File: src/rtl/mem_port_arbiter_pkg.sv
// -----------------------------------------------------------------------------
// mem_port_arbiter_pkg
// Shared definitions for the instruction/data memory port arbiter:
//   - load/store width codes carried on d_width
//   - arbiter state encodings
//   - default SRAM word-address width and data burst limit
// -----------------------------------------------------------------------------
package mem_port_arbiter_pkg;

    localparam int MEM_AW_DEFAULT         = 12;
    localparam int MAX_DATA_BURST_DEFAULT = 4;

    typedef enum logic [1:0] {
        WIDTH_BYTE = 2'b00,
        WIDTH_HALF = 2'b01,
        WIDTH_WORD = 2'b10,
        WIDTH_ILL  = 2'b11
    } width_e;

    typedef enum logic {
        ST_IDLE     = 1'b0,
        ST_FETCH_HI = 1'b1
    } arb_state_e;

endpackage

File: src/rtl/mem_port_arbiter_lane_fmt.sv
// -----------------------------------------------------------------------------
// mem_lane_fmt
// Purely combinational byte-lane formatter shared by the request and the
// response side of the data port.
//   Request side (grant cycle):
//     req_width_i, req_addr_lo_i, req_wdata_i -> req_wstrb_o, req_wdata_o,
//     req_err_o (misaligned access or illegal width)
//   Response side (cycle after grant):
//     rsp_width_i, rsp_sign_i, rsp_addr_lo_i, rsp_rdata_i -> rsp_data_o
//     (lane extracted and zero/sign extended)
// -----------------------------------------------------------------------------
module mem_lane_fmt
    import mem_port_arbiter_pkg::*;
(
    input  logic [1:0]  req_width_i,
    input  logic [1:0]  req_addr_lo_i,
    input  logic [31:0] req_wdata_i,
    output logic [3:0]  req_wstrb_o,
    output logic [31:0] req_wdata_o,
    output logic        req_err_o,
    input  logic [1:0]  rsp_width_i,
    input  logic        rsp_sign_i,
    input  logic [1:0]  rsp_addr_lo_i,
    input  logic [31:0] rsp_rdata_i,
    output logic [31:0] rsp_data_o
);

    // Store strobes, lane-shifted write data and the alignment check.  The
    // write data is always shifted by the full byte offset; strobes decide
    // which lanes actually land in the SRAM.
    always_comb begin
        req_wstrb_o = 4'b0000;
        req_err_o   = 1'b0;
        req_wdata_o = req_wdata_i << {req_addr_lo_i, 3'b000};
        case (req_width_i)
            WIDTH_BYTE: req_wstrb_o = 4'b0001 << req_addr_lo_i;
            WIDTH_HALF: begin
                req_wstrb_o = 4'b0011 << {req_addr_lo_i[1], 1'b0};
                req_err_o   = req_addr_lo_i[0];
            end
            WIDTH_WORD: begin
                req_wstrb_o = 4'b1111;
                req_err_o   = (req_addr_lo_i != 2'b00);
            end
            default:    req_err_o = 1'b1;
        endcase
    end

    // Load lane extraction followed by zero or sign extension from the
    // width and signedness captured with the request.
    logic [7:0]  byteLane;
    logic [15:0] halfLane;

    always_comb begin
        case (rsp_addr_lo_i)
            2'd0:    byteLane = rsp_rdata_i[7:0];
            2'd1:    byteLane = rsp_rdata_i[15:8];
            2'd2:    byteLane = rsp_rdata_i[23:16];
            default: byteLane = rsp_rdata_i[31:24];
        endcase
        halfLane = rsp_addr_lo_i[1] ? rsp_rdata_i[31:16] : rsp_rdata_i[15:0];

        rsp_data_o = 32'h0;
        case (rsp_width_i)
            WIDTH_BYTE: rsp_data_o = {{24{rsp_sign_i & byteLane[7]}}, byteLane};
            WIDTH_HALF: rsp_data_o = {{16{rsp_sign_i & halfLane[15]}}, halfLane};
            WIDTH_WORD: rsp_data_o = rsp_rdata_i;
            default:    rsp_data_o = 32'h0;
        endcase
    end

endmodule

File: src/rtl/mem_port_arbiter.sv
// -----------------------------------------------------------------------------
// mem_port_arbiter
// Shares one single-port, byte-strobed, word-organised SRAM (1-cycle read
// latency) between the instruction-fetch port and the load/store port.
//   clk_i, rst_i          clock, synchronous active-high reset
//   if_*                  fetch port: req/addr in, gnt/rvalid/rdata/err out
//   d_*                   data port: req/we/width/sign/addr/wdata in,
//                         gnt/rvalid/rdata/err out
//   mem_*                 SRAM port: en/we/addr/wstrb/wdata out, rdata in
// A fetch with PC[1]=1 is split into two word reads (FETCH_HI state) and
// merged.  Data wins contention until it has taken MAX_DATA_BURST grants
// while a fetch waited, then the fetch is forced through.
// -----------------------------------------------------------------------------
module mem_port_arbiter
    import mem_port_arbiter_pkg::*;
#(
    parameter int ADDR_WIDTH     = 32,
    parameter int DATA_WIDTH     = 32,
    parameter int MEM_AW         = MEM_AW_DEFAULT,
    parameter int MAX_DATA_BURST = MAX_DATA_BURST_DEFAULT
) (
    input  logic                  clk_i,
    input  logic                  rst_i,
    input  logic                  if_req_i,
    input  logic [ADDR_WIDTH-1:0] if_addr_i,
    output logic                  if_gnt_o,
    output logic                  if_rvalid_o,
    output logic [DATA_WIDTH-1:0] if_rdata_o,
    output logic                  if_err_o,
    input  logic                  d_req_i,
    input  logic                  d_we_i,
    input  logic [1:0]            d_width_i,
    input  logic                  d_sign_i,
    input  logic [ADDR_WIDTH-1:0] d_addr_i,
    input  logic [DATA_WIDTH-1:0] d_wdata_i,
    output logic                  d_gnt_o,
    output logic                  d_rvalid_o,
    output logic [DATA_WIDTH-1:0] d_rdata_o,
    output logic                  d_err_o,
    output logic                  mem_en_o,
    output logic                  mem_we_o,
    output logic [MEM_AW-1:0]     mem_addr_o,
    output logic [3:0]            mem_wstrb_o,
    output logic [DATA_WIDTH-1:0] mem_wdata_o,
    input  logic [DATA_WIDTH-1:0] mem_rdata_i
);

    localparam int               CNT_W   = $clog2(MAX_DATA_BURST + 1);
    localparam logic [CNT_W-1:0] CNT_MAX = CNT_W'(MAX_DATA_BURST);

    arb_state_e        state_q, state_d;
    logic [CNT_W-1:0]  starveCnt_q, starveCnt_d;
    logic [MEM_AW-1:0] fetchWord_q, fetchWord_d;
    logic [15:0]       fetchLow_q;
    logic              ifWordRsp_q, ifSplitRsp_q, ifErr_q;
    logic              dRvalid_q, dLoad_q, dErr_q, dSign_q;
    logic [1:0]        dWidth_q, dLo_q;

    logic        inIdle, fetchHi, dStarved;
    logic        dGrant, ifGrant, dBad, dAccess, ifAccess, ifSplit;
    logic [3:0]  reqWstrb;
    logic [31:0] reqWdata, rspData;

    logic unused_hiAddrBits;
    assign unused_hiAddrBits = ^{if_addr_i[ADDR_WIDTH-1:MEM_AW+2],
                                 d_addr_i[ADDR_WIDTH-1:MEM_AW+2]};

    // One formatter serves both the outgoing request (strobes, shift,
    // alignment) and the returning load data using the captured attributes.
    mem_lane_fmt u_lane_fmt (
        .req_width_i   (d_width_i),
        .req_addr_lo_i (d_addr_i[1:0]),
        .req_wdata_i   (d_wdata_i),
        .req_wstrb_o   (reqWstrb),
        .req_wdata_o   (reqWdata),
        .req_err_o     (dBad),
        .rsp_width_i   (dWidth_q),
        .rsp_sign_i    (dSign_q),
        .rsp_addr_lo_i (dLo_q),
        .rsp_rdata_i   (mem_rdata_i),
        .rsp_data_o    (rspData)
    );

    // Arbitration and SRAM drive for the current cycle.  Grants only happen
    // in IDLE and never while reset is asserted; the second beat of a split
    // fetch owns the SRAM in FETCH_HI.
    always_comb begin
        inIdle   = !rst_i && (state_q == ST_IDLE);
        fetchHi  = !rst_i && (state_q == ST_FETCH_HI);
        dStarved = (starveCnt_q == CNT_MAX);
        dGrant   = inIdle && d_req_i && (!if_req_i || !dStarved);
        ifGrant  = inIdle && if_req_i && !dGrant;
        dAccess  = dGrant && !dBad;
        ifAccess = ifGrant && !if_addr_i[0];
        ifSplit  = ifAccess && if_addr_i[1];

        mem_en_o    = dAccess || ifAccess || fetchHi;
        mem_we_o    = dAccess && d_we_i;
        mem_wstrb_o = mem_we_o ? reqWstrb : 4'b0000;
        mem_wdata_o = reqWdata;
        if (fetchHi)
            mem_addr_o = fetchWord_q + 1'b1;
        else if (dGrant)
            mem_addr_o = d_addr_i[MEM_AW+1:2];
        else
            mem_addr_o = if_addr_i[MEM_AW+1:2];
    end

    // Next-state values: the split fetch parks in FETCH_HI for one cycle;
    // the starvation counter only grows while a fetch is actually waiting.
    always_comb begin
        state_d     = ifSplit ? ST_FETCH_HI : ST_IDLE;
        fetchWord_d = ifSplit ? if_addr_i[MEM_AW+1:2] : fetchWord_q;
        starveCnt_d = starveCnt_q;
        if (!if_req_i || ifGrant)
            starveCnt_d = '0;
        else if (dGrant && !dStarved)
            starveCnt_d = starveCnt_q + 1'b1;
    end

    // All state and response registers.  Response flags are one-cycle
    // pulses derived from the grant cycle; the upper half of word A is
    // captured during FETCH_HI for merging with word A+1 a cycle later.
    always_ff @(posedge clk_i) begin
        if (rst_i) begin
            state_q      <= ST_IDLE;
            starveCnt_q  <= '0;
            fetchWord_q  <= '0;
            fetchLow_q   <= '0;
            ifWordRsp_q  <= 1'b0;
            ifSplitRsp_q <= 1'b0;
            ifErr_q      <= 1'b0;
            dRvalid_q    <= 1'b0;
            dLoad_q      <= 1'b0;
            dErr_q       <= 1'b0;
            dSign_q      <= 1'b0;
            dWidth_q     <= 2'b00;
            dLo_q        <= 2'b00;
        end else begin
            state_q      <= state_d;
            starveCnt_q  <= starveCnt_d;
            fetchWord_q  <= fetchWord_d;
            if (fetchHi)
                fetchLow_q <= mem_rdata_i[31:16];
            ifWordRsp_q  <= ifAccess && !if_addr_i[1];
            ifSplitRsp_q <= fetchHi;
            ifErr_q      <= ifGrant && if_addr_i[0];
            dRvalid_q    <= dGrant;
            dErr_q       <= dGrant && dBad;
            dLoad_q      <= dAccess && !d_we_i;
            if (dGrant) begin
                dWidth_q <= d_width_i;
                dSign_q  <= d_sign_i;
                dLo_q    <= d_addr_i[1:0];
            end
        end
    end

    // Response outputs; data buses are zero unless a matching pulse is up.
    always_comb begin
        if_gnt_o    = ifGrant;
        d_gnt_o     = dGrant;
        if_rvalid_o = ifWordRsp_q || ifSplitRsp_q || ifErr_q;
        if_err_o    = ifErr_q;
        d_rvalid_o  = dRvalid_q;
        d_err_o     = dErr_q;
        d_rdata_o   = dLoad_q ? rspData : '0;
        if (ifWordRsp_q)
            if_rdata_o = mem_rdata_i;
        else if (ifSplitRsp_q)
            if_rdata_o = {mem_rdata_i[15:0], fetchLow_q};
        else
            if_rdata_o = '0;
    end

endmodule

File: config.mk
export PLATFORM = sky130hd
export DESIGN_NAME = mem_port_arbiter
export DESIGN_NICKNAME = d
export VERILOG_FILES = /design/src/rtl/mem_port_arbiter_pkg.sv /design/src/rtl/mem_port_arbiter_lane_fmt.sv /design/src/rtl/mem_port_arbiter.sv
export SDC_FILE = /design/constraint.sdc
export NUM_CORES = 1
export LEC_CHECK = 0
export ABC_AREA = 1
export BUFFER_PORTS_ARGS = -buffer_cell sky130_fd_sc_hd__buf_2
export CAP_MARGIN = 30
export CORE_ASPECT_RATIO = 2
export CORE_MARGIN = 2
export CORE_UTILIZATION = 44
export DETAILED_ROUTE_END_ITERATION = 10
export PLACE_DENSITY = 0.92
export SLEW_MARGIN = 15
export SYNTH_ARGS = -nofsm -noshare
export SYNTH_HDL_FRONTEND = slang
export SYNTH_SLANG_ARGS = --single-unit
export TNS_END_PERCENT = 50
File: constraint.sdc
create_clock -name clk_i -period 2.06 [get_ports clk_i]
set_input_delay 0.206 -clock clk_i [delete_from_list [all_inputs] [get_ports clk_i]]
set_output_delay 0.206 -clock clk_i [all_outputs]
set_load 0.01 [all_outputs]
# Word-level counts from Yosys, hierarchy flattened
# Index checks and enable logic that the tools add are counted.
# op_classes
addsub	2
eq_ne	7
shifts	3
muxes	12
bitwise_logic	3
reduce_logical	34
# op_table
op	count
$mux W32	3
$pmux W32 S3	1
$shl A32 B5 Y32	1
$mux W12	2
$pmux W8 S3	1
$mux W16	1
$logic_and A1 B1 Y1	15
$add A12 B1 Y12 const B	1
$pmux W4 S3	1
$logic_not A1 Y1	8
$eq A2 B1 Y1 const B	3
$eq A2 B2 Y1 const B	3
$logic_not A2 Y1	3
$logic_or A1 B1 Y1	6
$mux W4	1
$shl A1 B2 Y4 const A	1
$shl A2 B2 Y4 const A	1
$add A3 B1 Y3 const B	1
$eq A3 B3 Y1 const B	1
$pmux W1 S3	1
$and A1 B1 Y1	2
$reduce_bool A2 Y1	1
$reduce_or A2 Y1	1
$mux W1	1
$not A1 Y1	1
# totals
regBits	43
input_bits	136
elab_cells	74

# Depth between registers and ports, before layout
# Gate-level depths: netlist of the first run.
# logic_depth
word_depth	9
ltp_mapped	10
mapped_depth_nobuf	10

# By module
# A second synthesis of the first run with hierarchy kept.
# hier_totals
cells_unflattened	797
area_unflattened_um2	4191.5
# modules_own_cells
mod	n_inst	cells_per_inst	area_each_um2	seq_area_each_um2
mem_port_arbiter	1	465	2743.9	860.8
mem_lane_fmt	1	332	1447.6	0.0

# Least setup slack after synthesis of the first run
# No wires, ideal clock.
# synth_timing
path_type	reg-to-output
start	register starveCnt_q[0]
end	output mem_wstrb_o[0]
arrival_time_ns	1.416
slack_ns	0.438
stages_incl_launch_ff	9
path_cell_list	dfxtp_1 inv_1 ha_1 nand2_1 inv_1 a21oi_4 buf_6 nand3_2 nor2_1
# synth_via
elab_chain_len	7
# synth_lines
element	line	source
start: declaration	mem_port_arbiter.sv:52	logic [CNT_W-1:0] starveCnt_q, starveCnt_d;
start signal: assignment	mem_port_arbiter.sv:141	starveCnt_q <= starveCnt_d;
$eq A3 B3 Y1	mem_port_arbiter.sv:90	dStarved = (starveCnt_q == CNT_MAX);
$logic_not A1 Y1	mem_port_arbiter.sv:91	dGrant = inIdle && d_req_i && (!if_req_i || !dStarved);
$logic_or A1 B1 Y1	mem_port_arbiter.sv:91	
$logic_and A1 B1 Y1	mem_port_arbiter.sv:91	
$logic_and A1 B1 Y1	mem_port_arbiter.sv:93	dAccess = dGrant && !dBad;
$logic_and A1 B1 Y1	mem_port_arbiter.sv:98	mem_we_o = dAccess && d_we_i;
$mux W4	mem_port_arbiter.sv:99	mem_wstrb_o = mem_we_o ? reqWstrb : 4'b0000;
end: declaration	mem_port_arbiter.sv:43	output logic [3:0] mem_wstrb_o,
# No other way between the ends.

# Worst setup path in the final report of the first run
# layout_timing
start	register starveCnt_q[0]
end	output mem_wstrb_o[2]
# The elaborated chain is that of the path after synthesis.

==> results of run 1 <==
cell usage after synthesis (all sizes together), types with 2 or more instances:
cell | n | area share [%]
a31oi | 5 | 0.76
buf | 26 | 4.1
o211ai | 11 | 2.0
o22ai | 48 | 7.3
nor2 | 92 | 9.8
nand4 | 6 | 1.7
clkbuf | 11 | 1.0
inv | 138 | 13
dfxtp | 43 | 21
nand2 | 176 | 17
o221ai | 2 | 0.43
a22oi | 11 | 2.0
a21oi | 53 | 8.0
o21ai | 38 | 4.6
nor3 | 2 | 0.24
ha | 3 | 0.92
o21a | 6 | 1.1
nand3 | 38 | 5.0
logic make-up (layout without fill, tap and decap cells):
| family | Yosys count | after routing | share of synthesized area [%] |
|---|---|---|---|
| xor+xnor | 2 | 2 | 0.428 |
| compound gates | 174 | 174 | 26.4 |
| buf+inv | 176 | 397 | 17.9 |
| fa+ha+maj | 3 | 3 | 0.918 |
| flops | 43 | 43 | 21.0 |
| simple gates | 314 | 314 | 33.3 |
worst min path at each step:
stage	end	slack (ns)	depth (start not counted)
after global routing	ifWordRsp_q	0.12	2
after global placement	dLoad_q	0.40	2
after floorplan	dLoad_q	0.28	1
after CTS	ifWordRsp_q	0.11	2
after detailed placement	dLoad_q	0.41	2
final	ifWordRsp_q	0.12	2
power by group through the flow:
stage,clock network [mW],registers [mW],logic (mW)
global route,0.981,0.883,0.901
global placement,0,0.898,0.767
detailed placement,0,0.899,0.777
finish,0.944,0.880,0.817
CTS,0.953,0.880,0.802
floorplan,0,0.890,0.471
registers in the layout, indices dropped and copies added (netlist names):
register and count:
dLo_q 2, dLoad_q 1, dSign_q 1, dWidth_q 2, d_err_o 1, d_rvalid_o 1, fetchLow_q 16, fetchWord_q 12
ifSplitRsp_q 1, ifWordRsp_q 1, if_err_o 1, starveCnt_q 3, state_q 1
metal layers:
metal | vias to the layer above | wire length [um] | GRT usage [%]
li1 | 2733 | - | -
met1 | 2429 | 5150 | 27.8
met2 | 261 | 8250 | 55.9
met3 | 43 | 994 | 3.81
met4 | 0 | 711 | 13.9
met5 | - | 0 | 0
what timing repair did:
item,CTS,global route
cloned,1,0
pin swaps,4,4
gates resized for setup,10,9
endpoints found under the setup margin,24,29
buffers inserted,3,7
cell type report:
type / count / area [sq um] / share of cell area [%]
clock inverters: 3 / 47.5 / 0.847
inverters: 139 / 524 / 9.34
repair buffers: 250 / 1390 / 24.7
multi-input cells: 493 / 2530 / 45.2
flip-flops and latches: 43 / 868 / 15.5
well taps: 102 / 128 / 2.27
clock buffers: 5 / 125 / 2.23
metrics by stage:
stage | instances | hold WS, ns | instance area [sq um] | setup slack (ns)
after CTS | 1028 | 0.111 | 5530 | 0.00538
after global routing | 1035 | 0.117 | 5610 | -0.00445
final | 1035 | 0.117 | 5610 | 0.0825
after detailed placement | 1016 | 0.412 | 5270 | 0.211
after floorplan | 712 | 0.278 | 4090 | 0.438
after global placement | 1016 | 0.401 | 5270 | 0.276
worst register-to-register path, delay by kind of cell, from the launching register on:
| kind | cells | cell delay, ns |
|---|---|---|
| flops | 1 | 0.36 |
| simple gates | 3 | 0.34 |
| fa+ha+maj | 1 | 0.17 |
| buf+inv | 3 | 0.32 |
| compound gates | 2 | 0.24 |
==> key figures, run 1 <==
Synthesis
  – Mapped Nets: 851
  – Avg Cell Area, Syn: 5.75 sq um
  – Syn Std Cell Area: 4090 sq um
  – Synth Flop Type: dfxtp_1
  – Yosys cell types: 36
  – Sequential cell area fraction in the yosys report: 21.0%
  – Post-synth EDFFs: 0
  – Synthesized flop and latch total: 43
  – Async S/R FF share, synth: 0%
  – Synthesis warning total: 0
  – Mapped Cells: 712

Place
  – Port buffer count: 219
  – DP HPWL: 11.7 mm
  – GP Congestion: 0.980

Detailed routing
  – Violation count after the first detailed-route iteration: 400
  – Antenna-violating nets left: 0
  – DRC Markers: 0
  – WL/cell: 14.6 um
  – Vias after detailed routing: 5466
  – Routed Wire Length: 15.1 mm
  – DR pass1 iterations: 5
  – Vias per cell: 5.28

Setup path
  – Worst setup EP type: output port
  – Slowest cell on the critical path: dfxtp_4
  – Critical path type: flip-flop to output port
  – R2R Setup Slk: 0.51 ns
  – Worst path required time: 1.85 ns
  – Most used cell, CP: inv_2
  – Worst Setup SP: starveCnt_q[0]
  – Critical R2R Capture: dLo_q[0]
  – Delay of the slowest critical-path stage: 0.36 ns
  – Buf+Inv Stages, Crit Path: 4
  – Nature of the critical path startpoint: flip-flop
  – Largest fanout on the critical path: 7
  – Arr. time, crit path: 1.77 ns
  – Critical register-to-register path startpoint: starveCnt_q[0]
  – Crit path capture: mem_wstrb_o[2]
  – Worst path depth: 9
  – Worst-path cell chain: inv_2 > ha_4 > nand2_4 > inv_2 > a21oi_4 > buf_8 > nand3_4 > nor2_1 > buf_2
  – Worst R2R Path Depth: 9
  – Delay-heaviest family, CP: buffers and inverters

Job
  – Max-cap viol count: 0

Timing
  – Final Skew: 0.0101 ns
  – Setup TNS: 0 ns
  – Least-Margin Pin Slew: 0.407 ns
  – Fin crit period: 1.98 ns
  – Final setup violating endpoints: 0
  – Max Fclk: 0.506 GHz
  – Final Hold Vio Count: 0
  – Final Max Tran Viols: 0
  – Crit share post-route: 96.0%
  – Max-slew headroom: 72.6%

Pwr
  – Worst vdd rail ir drop: 0.323 mV
  – Combinational share of power: 30.9%
  – Switching part of the total: 33.4%
  – Reg power frac: 33.3%
  – Pwr Total: 2.64 mW
  – P_int: 1.76 mW
  – Net Sw Power: 882 uW
  – LEAKAGE: 3.17 nW
  – PwrDens: 471 nW/um^2
  – Clk pwr share: 35.7%

CTS
  – Clock tree sinks: 43
  – Cts hold-fix bufs: 0
  – Clock slew seen by the registers of the worst setup and hold paths: 0.07 ns
  – CTS tree: yes
  – Clk Tree Root Cell: clkbuf_16
  – CTS max path bufs: 2
  – CTS Buf Count: 5
  – Later-pin clock latency in the skew report: 0.29 ns
  – CTS H-Tree Depth: 2

Global route
  – Largest net degree at the start of global routing: 33
  – Global-route wire length before repair: 23.2 mm
  – Initial antenna violation count: 1
  – Grt ovf: 0
  – Vias in the first global route: 4976
  – GRT Total Usage: 28.6%

Final layout
  – Fillers: 870
  – Layout cells sized above 1: 32.5%
  – Most frequent cells in the layout: buf_2, nand2_1, inv_1, nor2_1, o22ai_1
  – Post-layout util: 62.3%
  – Diodes inserted: 0
  – Nets: 1071
  – Area growth from synthesis to final layout: 37.2%
  – Leading cell type in the layout, fill and taps excluded: buf_2

Floorplanning
  – # IOs: 256
  – Initial Util: 45.4%
  – Total Die Area: 10100 sq um
  – Die height: 140 um
  – Core area: 9010 sq um
  – Site row count: 49
  – Die width: 72.2 um

Worst hold path
  – Hold Crit Class: primary input to flip-flop
  – Worst Hold Launch: if_addr_i[1]

Status
  – Outcome: finished, final reports clean
Note: power is estimated with default switching activity, not from simulation.
==> run 2: changes to the inputs <==
--- a/config.mk
+++ b/config.mk
@@ -16,5 +16,6 @@
 export SLEW_MARGIN = 15
 export SYNTH_ARGS = -nofsm -noshare
 export SYNTH_HDL_FRONTEND = slang
+export SYNTH_HIERARCHICAL = 1
 export SYNTH_SLANG_ARGS = --single-unit
 export TNS_END_PERCENT = 50
==> key figures, run 2 <==
Setup path
  – Arr. time, crit path: 1.83 ns (+0.06 ns)
  – Nature of the critical path startpoint: flip-flop
  – Worst path depth: 8 (-1)
  – Buf+Inv Stages, Crit Path: 3 (-1)
  – Critical register-to-register path startpoint: starveCnt_q[0]
  – Slowest cell on the critical path: dfxtp_1
  – Worst-path cell chain: nor2_2 > nand2_1 > a21oi_4 > buf_4 > clkbuf_16 > nor2_1 > o21ai_1 > buf_2
  – R2R Setup Slk: 0.57 ns (+0.06 ns)
  – Largest fanout on the critical path: 6 (-1)
  – Delay-heaviest family, CP: buffers and inverters
  – Worst R2R Path Depth: 7 (-2)
  – Delay of the slowest critical-path stage: 0.32 ns (-0.04 ns)
  – Worst setup EP type: output port
  – Critical path type: flip-flop to output port
  – Worst path required time: 1.85 ns (about the same)
  – Critical R2R Capture: fetchWord_q[10]

Floorplanning
  – Die height: 142 um (+1.2%)
  – Total Die Area: 10400 sq um (+2.3%)
  – Initial Util: 45.0% (-0.43 points)
  – Core area: 9320 sq um (+3.4%)
  – # IOs: 256 (unchanged)
  – Die width: 73.0 um (+1.1%)
  – Site row count: 50 (+2.0%)

Global route
  – Initial antenna violation count: 0 (-1)
  – Vias in the first global route: 4897 (-1.6%)
  – GRT Total Usage: 25.7% (-2.9 points)
  – Grt ovf: 0 (unchanged)
  – Largest net degree at the start of global routing: 33 (unchanged)
  – Global-route wire length before repair: 21.6 mm (-7.1%)

Synthesis
  – Avg Cell Area, Syn: 5.26 sq um (-8.5%)
  – Sequential cell area fraction in the yosys report: 20.5% (-0.50 points)
  – Largest family of logic cells by synthesized area: simple AND/OR/NAND/NOR gates
  – Synth Flop Type: dfxtp_1
  – Synthesized flop and latch total: 43 (unchanged)
  – Post-synth EDFFs: 0 (unchanged)
  – Mapped Nets: 936 (+10%)
  – Adder-Cell Fraction of Synth Area: 0.896% (-0.022 points)
  – Post-Synth Simple-Gate Area: 42.4% (+9.1 points)
  – Synth top cells by count: nand2_1, inv_1, nor2_1, o22ai_1, dfxtp_1
  – Async S/R FF share, synth: 0% (unchanged)
  – Largest area contributor in the netlist: nand2_1
  – Synth Area in XOR/XNOR: 0.418% (-0.010 points)
  – Mux share of post-synthesis cell area: 0% (unchanged)
  – Yosys cell types: 32 (-11%)
  – Mapped Cells: 797 (+12%)
  – Post-synth top area share: 25.7% (+4.7 points)
  – Synthesis warning total: 6 (+6)
  – Syn Std Cell Area: 4190 sq um (+2.4%)
  – Synth top area cells: nand2_1, dfxtp_1, inv_1
  – Compound-cell area share of the yosys netlist: 16.6% (-9.8 points)
  – Most frequent cell after synthesis: nand2_1

Timing
  – Final Hold Vio Count: 0 (unchanged)
  – Crit share post-route: 98.9% (+2.9 points)
  – Fin crit period: 2.04 ns (+0.0596 ns)
  – Final Skew: 0.00357 ns (-0.00648 ns)
  – Max Fclk: 0.491 GHz (-2.9%)
  – Least-Margin Pin Slew: 0.478 ns (+0.0702 ns)
  – Final Max Tran Viols: 0 (unchanged)
  – Max-slew headroom: 68.1% (-4.5 points)
  – RSZ-0062 raised after global routing: yes
  – Worst Slack Setup Final: 0.0229 ns (-0.0596 ns)
  – Final setup violating endpoints: 0 (unchanged)

Worst hold path
  – Hold Crit Class: primary input to flip-flop
  – Worst Hold Launch: d_we_i
  – WHS Endpoint: dLoad_q
  – Worst hold path depth: 2 (unchanged)

Status
  – Outcome: finished, final reports clean

Pwr
  – LEAKAGE: 3.75 nW (+18%)
  – PwrDens: 438 nW/um^2 (-7.0%)
  – Worst vdd rail ir drop: 0.395 mV (+22%)
  – Pwr Total: 2.49 mW (-5.8%)

Detailed routing
  – DRC Markers: 0 (unchanged)
  – WL/cell: 13.2 um (-9.9%)
  – Routed Wire Length: 14.7 mm (-2.8%)
  – Violation count after the first detailed-route iteration: 326 (-19%)
  – Antenna-violating nets left: 0 (unchanged)
  – Vias per cell: 5.08 (-3.7%)
  – DR pass1 iterations: 6 (+1)
  – Vias after detailed routing: 5673 (+3.8%)

Final layout
  – Layout cells sized above 1: 28.0% (-4.5 points)
  – Post-layout util: 61.0% (-1.3 points)
  – Leading cell type in the layout, fill and taps excluded: nand2_1
  – Nets: 1150 (+7.4%)
  – Largest registers: fetchLow_q x16, fetchWord_q x12, starveCnt_q x3
  – Diodes inserted: 0 (unchanged)
  – Largest Register: fetchLow_q
  – Largest register FFs: 16 (unchanged)
  – Area growth from synthesis to final layout: 35.6%
  – Final Instance Count excl. Fillers: 1116 (+7.8%)
  – Most frequent cells in the layout: nand2_1, buf_2, inv_1, nor2_1, o22ai_1

Place
  – Port buffer count: 219 (unchanged)
  – GP Congestion: 0.934 (-4.7%)
  – Cells after DPL: 1103 (+8.6%)
  – DP HPWL: 11.1 mm (-4.8%)
  – Dpl ws: 0.180 ns (-0.0313 ns)

CTS
  – CTS H-Tree Depth: 2 (unchanged)
  – Clock tree sinks: 43 (unchanged)
  – Cts hold-fix bufs: 0 (unchanged)
  – Clk Tree Root Cell: clkbuf_16
  – CTS max path bufs: 2 (unchanged)
  – Clock slew seen by the registers of the worst setup and hold paths: 0.06 ns (about the same)
  – CTS tree: yes
  – Later-pin clock latency in the skew report: 0.28 ns (about the same)
  – CTS Buf Count: 5 (unchanged)

Job
  – Max-cap viol count: 0 (unchanged)
-- run 2: cell types whose count changed after synthesis, moves of 5 or more --
cell,before,now
nand2_1,173,287
a21oi_1,38,7
inv_1,133,162
a21oi_2,14,0
o211ai_1,11,0
o21ai_0,34,28
nand3_1,35,40
o21a_1,6,1
o21bai_1,0,5
-- run 2: worst max path at each step --
stage	from	end	slack [ns]
6_report	state_q	mem_addr_o[6]	0.02
5_1_grt	state_q	mem_addr_o[8]	-0.03
4_1_cts	fetchWord_q[0]	mem_addr_o[10]	0.02
3_5_place_dp	dWidth_q[0]	d_rdata_o[13]	0.18
3_3_place_gp	dWidth_q[0]	d_rdata_o[13]	0.24
2_1_floorplan	starveCnt_q[0]	mem_wstrb_o[0]	0.47
-- run 2: cell type report --
class,count,area [sq um]
Fill cell,933,3640
Multi-Input combinational cell,551,2600
Timing Repair Buffer,239,1300
Sequential cell,43,866
Inverter,171,649
Clock buffer,7,133
Tap cell,104,130
Clock inverter,1,5.00
-- run 2: where the power goes --
part           internal (mW)  total [mW]  switching, mW
Combinational          0.324       0.829          0.504
Sequential             0.858       0.885         0.0275
Clock                  0.449       0.773          0.324
-- run 2: logic make-up after synthesis --
| kind of cell | count (synthesis) |
|---|---|
| xor+xnor | 2 |
| flops | 43 |
| buf+inv | 204 |
| simple gates | 431 |
| compound gates | 114 |
| fa+ha+maj | 3 |
-- run 2: repair_timing --
| item | in CTS | in global routing |
|---|---|---|
| pin swaps | 0 | 2 |
| gates resized for setup | 6 | 17 |
| setup buffers | 0 | 2 |
| endpoints found under the setup margin | 29 | 46 |
| gates cloned | 0 | 3 |
-- run 2: per-layer routing --
metal	GRT usage (%)	wire length [um]
met1	27.6	5230
met5	0	0
met3	3.61	1000
met4	11.1	575
met2	47.8	7870
-- run 2: through the flow --
stage,TNS [ns],hold WS (ns),cell area (sq um)
finish,0,0.103,5680
CTS,0,0.0953,5550
global route,-0.155,0.0989,5680
detailed placement,0,0.395,5390
global placement,0,0.398,5390
floorplan,0,0.278,4190
==> run 3: changes to the inputs <==
--- a/config.mk
+++ b/config.mk
@@ -8,7 +8,7 @@
 export ABC_AREA = 1
 export BUFFER_PORTS_ARGS = -buffer_cell sky130_fd_sc_hd__buf_2
 export CAP_MARGIN = 30
-export CORE_ASPECT_RATIO = 2
+export CORE_ASPECT_RATIO = 1.75
 export CORE_MARGIN = 2
 export CORE_UTILIZATION = 44
 export DETAILED_ROUTE_END_ITERATION = 10
==> key figures, run 3 (synthesis results as in run 2) <==
Global route
  – Vias in the first global route: 5089 (+3.9%)
  – Global-route wire length before repair: 23.7 mm (+9.9%)
  – Initial antenna violation count: 0 (unchanged)
  – Grt ovf: 0 (unchanged)
  – GRT Total Usage: 28.2% (+2.5 points)
  – Largest net degree at the start of global routing: 34 (+3.0%)

Place
  – DP HPWL: 11.8 mm (+6.3%)
  – GP Congestion: 1.00 (+7.1%)
  – Port buffer count: 219 (unchanged)
  – Placed cell areas: 5420 sq um (+0.46%)

Job
  – Max-cap viol count: 0 (unchanged)

Detailed routing
  – Vias after detailed routing: 5672 (-0.018%)
  – DRC Markers: 0 (unchanged)
  – WL/cell: 13.2 um (+0.27%)
  – Vias per cell: 4.99 (-1.9%)
  – Violation count after the first detailed-route iteration: 415 (+27%)
  – Routed Wire Length: 15.0 mm (+2.2%)
  – Antenna-violating nets left: 0 (unchanged)
  – DR pass1 iterations: 7 (+1)

Final layout
  – Largest Register: fetchLow_q
  – Area growth from synthesis to final layout: 36.4%
  – Layout cells sized above 1: 28.3% (+0.31 points)
  – Finished layout cell area: 5720 sq um (+0.59%)
  – Diodes inserted: 0 (unchanged)
  – Largest registers: fetchLow_q x16, fetchWord_q x12, starveCnt_q x3
  – Post-layout util: 61.1% (+0.17 points)
  – Largest register FFs: 16 (unchanged)
  – Area used by multi-input combinational logic: 2580 sq um (-0.63%)
  – Fillers: 925 (-0.86%)
  – Most frequent cells in the layout: nand2_1, buf_2, inv_1, nor2_1, o22ai_1
  – Nets: 1153 (+0.26%)
  – FF/Latch Area: 866 sq um (unchanged)
  – Leading cell type in the layout, fill and taps excluded: nand2_1

Pwr
  – P_int: 1.75 mW (+7.6%)
  – Worst vdd rail ir drop: 0.546 mV (+38%)
  – LEAKAGE: 3.77 nW (+0.53%)
  – Clk pwr share: 35.4% (+4.3 points)
  – Pwr Total: 2.63 mW (+5.9%)
  – Reg power frac: 33.5% (-2.1 points)
  – Combinational share of power: 31.1% (-2.2 points)
  – Switching part of the total: 33.4% (-1.1 points)
  – PwrDens: 461 nW/um^2 (+5.2%)
  – Net Sw Power: 878 uW (+2.6%)

Timing
  – Crit share post-route: 94.8% (-4.1 points)
  – Final Skew: 0.00727 ns (+0.00369 ns)
  – Max Fclk: 0.512 GHz (+4.3%)
  – Final setup violating endpoints: 0 (unchanged)
  – Least-Margin Pin Slew: 0.443 ns (-0.0346 ns)
  – Max-slew headroom: 70.4% (+2.2 points)
  – Setup TNS: 0 ns (unchanged)
  – Final Hold Vio Count: 0 (unchanged)
  – Fin crit period: 1.95 ns (-0.0848 ns)
  – Final Max Tran Viols: 0 (unchanged)

Setup path
  – Worst path required time: 1.85 ns (about the same)
  – Worst setup EP type: output port
  – Largest fanout on the critical path: 7 (+1)
  – Nature of the critical path startpoint: flip-flop
  – Arr. time, crit path: 1.75 ns (-0.08 ns)
  – Critical path type: flip-flop to output port

CTS
  – Later-pin clock latency in the skew report: 0.29 ns (about the same)
  – CTS tree: yes
  – Clock slew seen by the registers of the worst setup and hold paths: 0.07 ns (about the same)
  – Clk Tree Root Cell: clkbuf_16
  – CTS H-Tree Depth: 2 (unchanged)
  – Clock tree sinks: 43 (unchanged)
  – CTS max path bufs: 2 (unchanged)
  – CTS Buf Count: 5 (unchanged)

Floorplanning
  – Initial Util: 44.8% (-0.14 points)
  – Total Die Area: 10400 sq um (-0.16%)
  – # IOs: 256 (unchanged)
  – Die width: 77.8 um (+6.5%)
  – Site row count: 47 (-6.0%)
  – Die height: 133 um (-6.3%)
  – Core area: 9350 sq um (+0.31%)

Status
  – Outcome: finished, final reports clean

Worst hold path
  – Hold Crit Class: primary input to flip-flop
run 3: per-stage QoR:
stage                     cells  hold WS, ns  worst slack [ns]
after detailed placement   1123        0.396             0.174
after floorplan             797        0.278             0.465
after global placement     1123        0.393             0.223
after global routing       1137        0.113         -0.000460
after CTS                  1132       0.0906          -0.00650
final                      1137        0.117             0.108
run 3: path summary, 6_finish.rpt:
path	start	endpoint	slack, ns	cells past startpoint
worst min register to register	fetchLow_q[6]	fetchLow_q[6]	0.48	2
worst min-delay path	if_addr_i[1]	ifWordRsp_q	0.12	2
worst max-delay path	starveCnt_q[1]	mem_addr_o[8]	0.11	11
worst max register to register	starveCnt_q[1]	dSign_q	0.52	9
run 3: what timing repair did:
item,in CTS,in global routing
resized for setup,3,23
setup endpoints to repair,25,47
gates cloned,0,1
setup buffers,1,4
endpoints found under the hold margin,0,0
hold buffers,0,0
pin swaps,1,2
run 3: power by group through the flow:
stage	sequential, mW	clock (mW)	combinational (mW)
6_report	0.881	0.933	0.818
5_1_grt	0.884	0.990	0.914
4_1_cts	0.879	0.940	0.798
3_5_place_dp	0.898	0	0.789
3_3_place_gp	0.897	0	0.779
2_1_floorplan	0.892	0	0.466
run 3: cell type report:
type / count / area share (%)
Sequential cell: 43 / 15.1
Inverter: 171 / 11.3
Tap cell: 122 / 2.67
Clock inverter: 3 / 0.810
Clock buffer: 5 / 2.19
Timing Repair Buffer: 243 / 22.7
Multi-Input combinational cell: 550 / 45.2
run 3: critical path: stages, from the launching register on:
cell	delay [ns]
dfxtp_2	0.34
inv_1	0.06
ha_4	0.16
nand2_4	0.08
inv_4	0.04
a21oi_4	0.24
buf_6	0.17
nand2_2	0.04
nand2_1	0.05
nand2_1	0.05
o21ai_1	0.08
buf_2	0.14
run 3: metal layers:
metal,global-route usage [%],vias to the layer above,part of all wire (%)
li1,-,2875,-
met1,31.0,2494,36
met2,49.4,258,50
met3,5.28,45,8.3
met4,16.8,0,5.6
met5,0,-,0
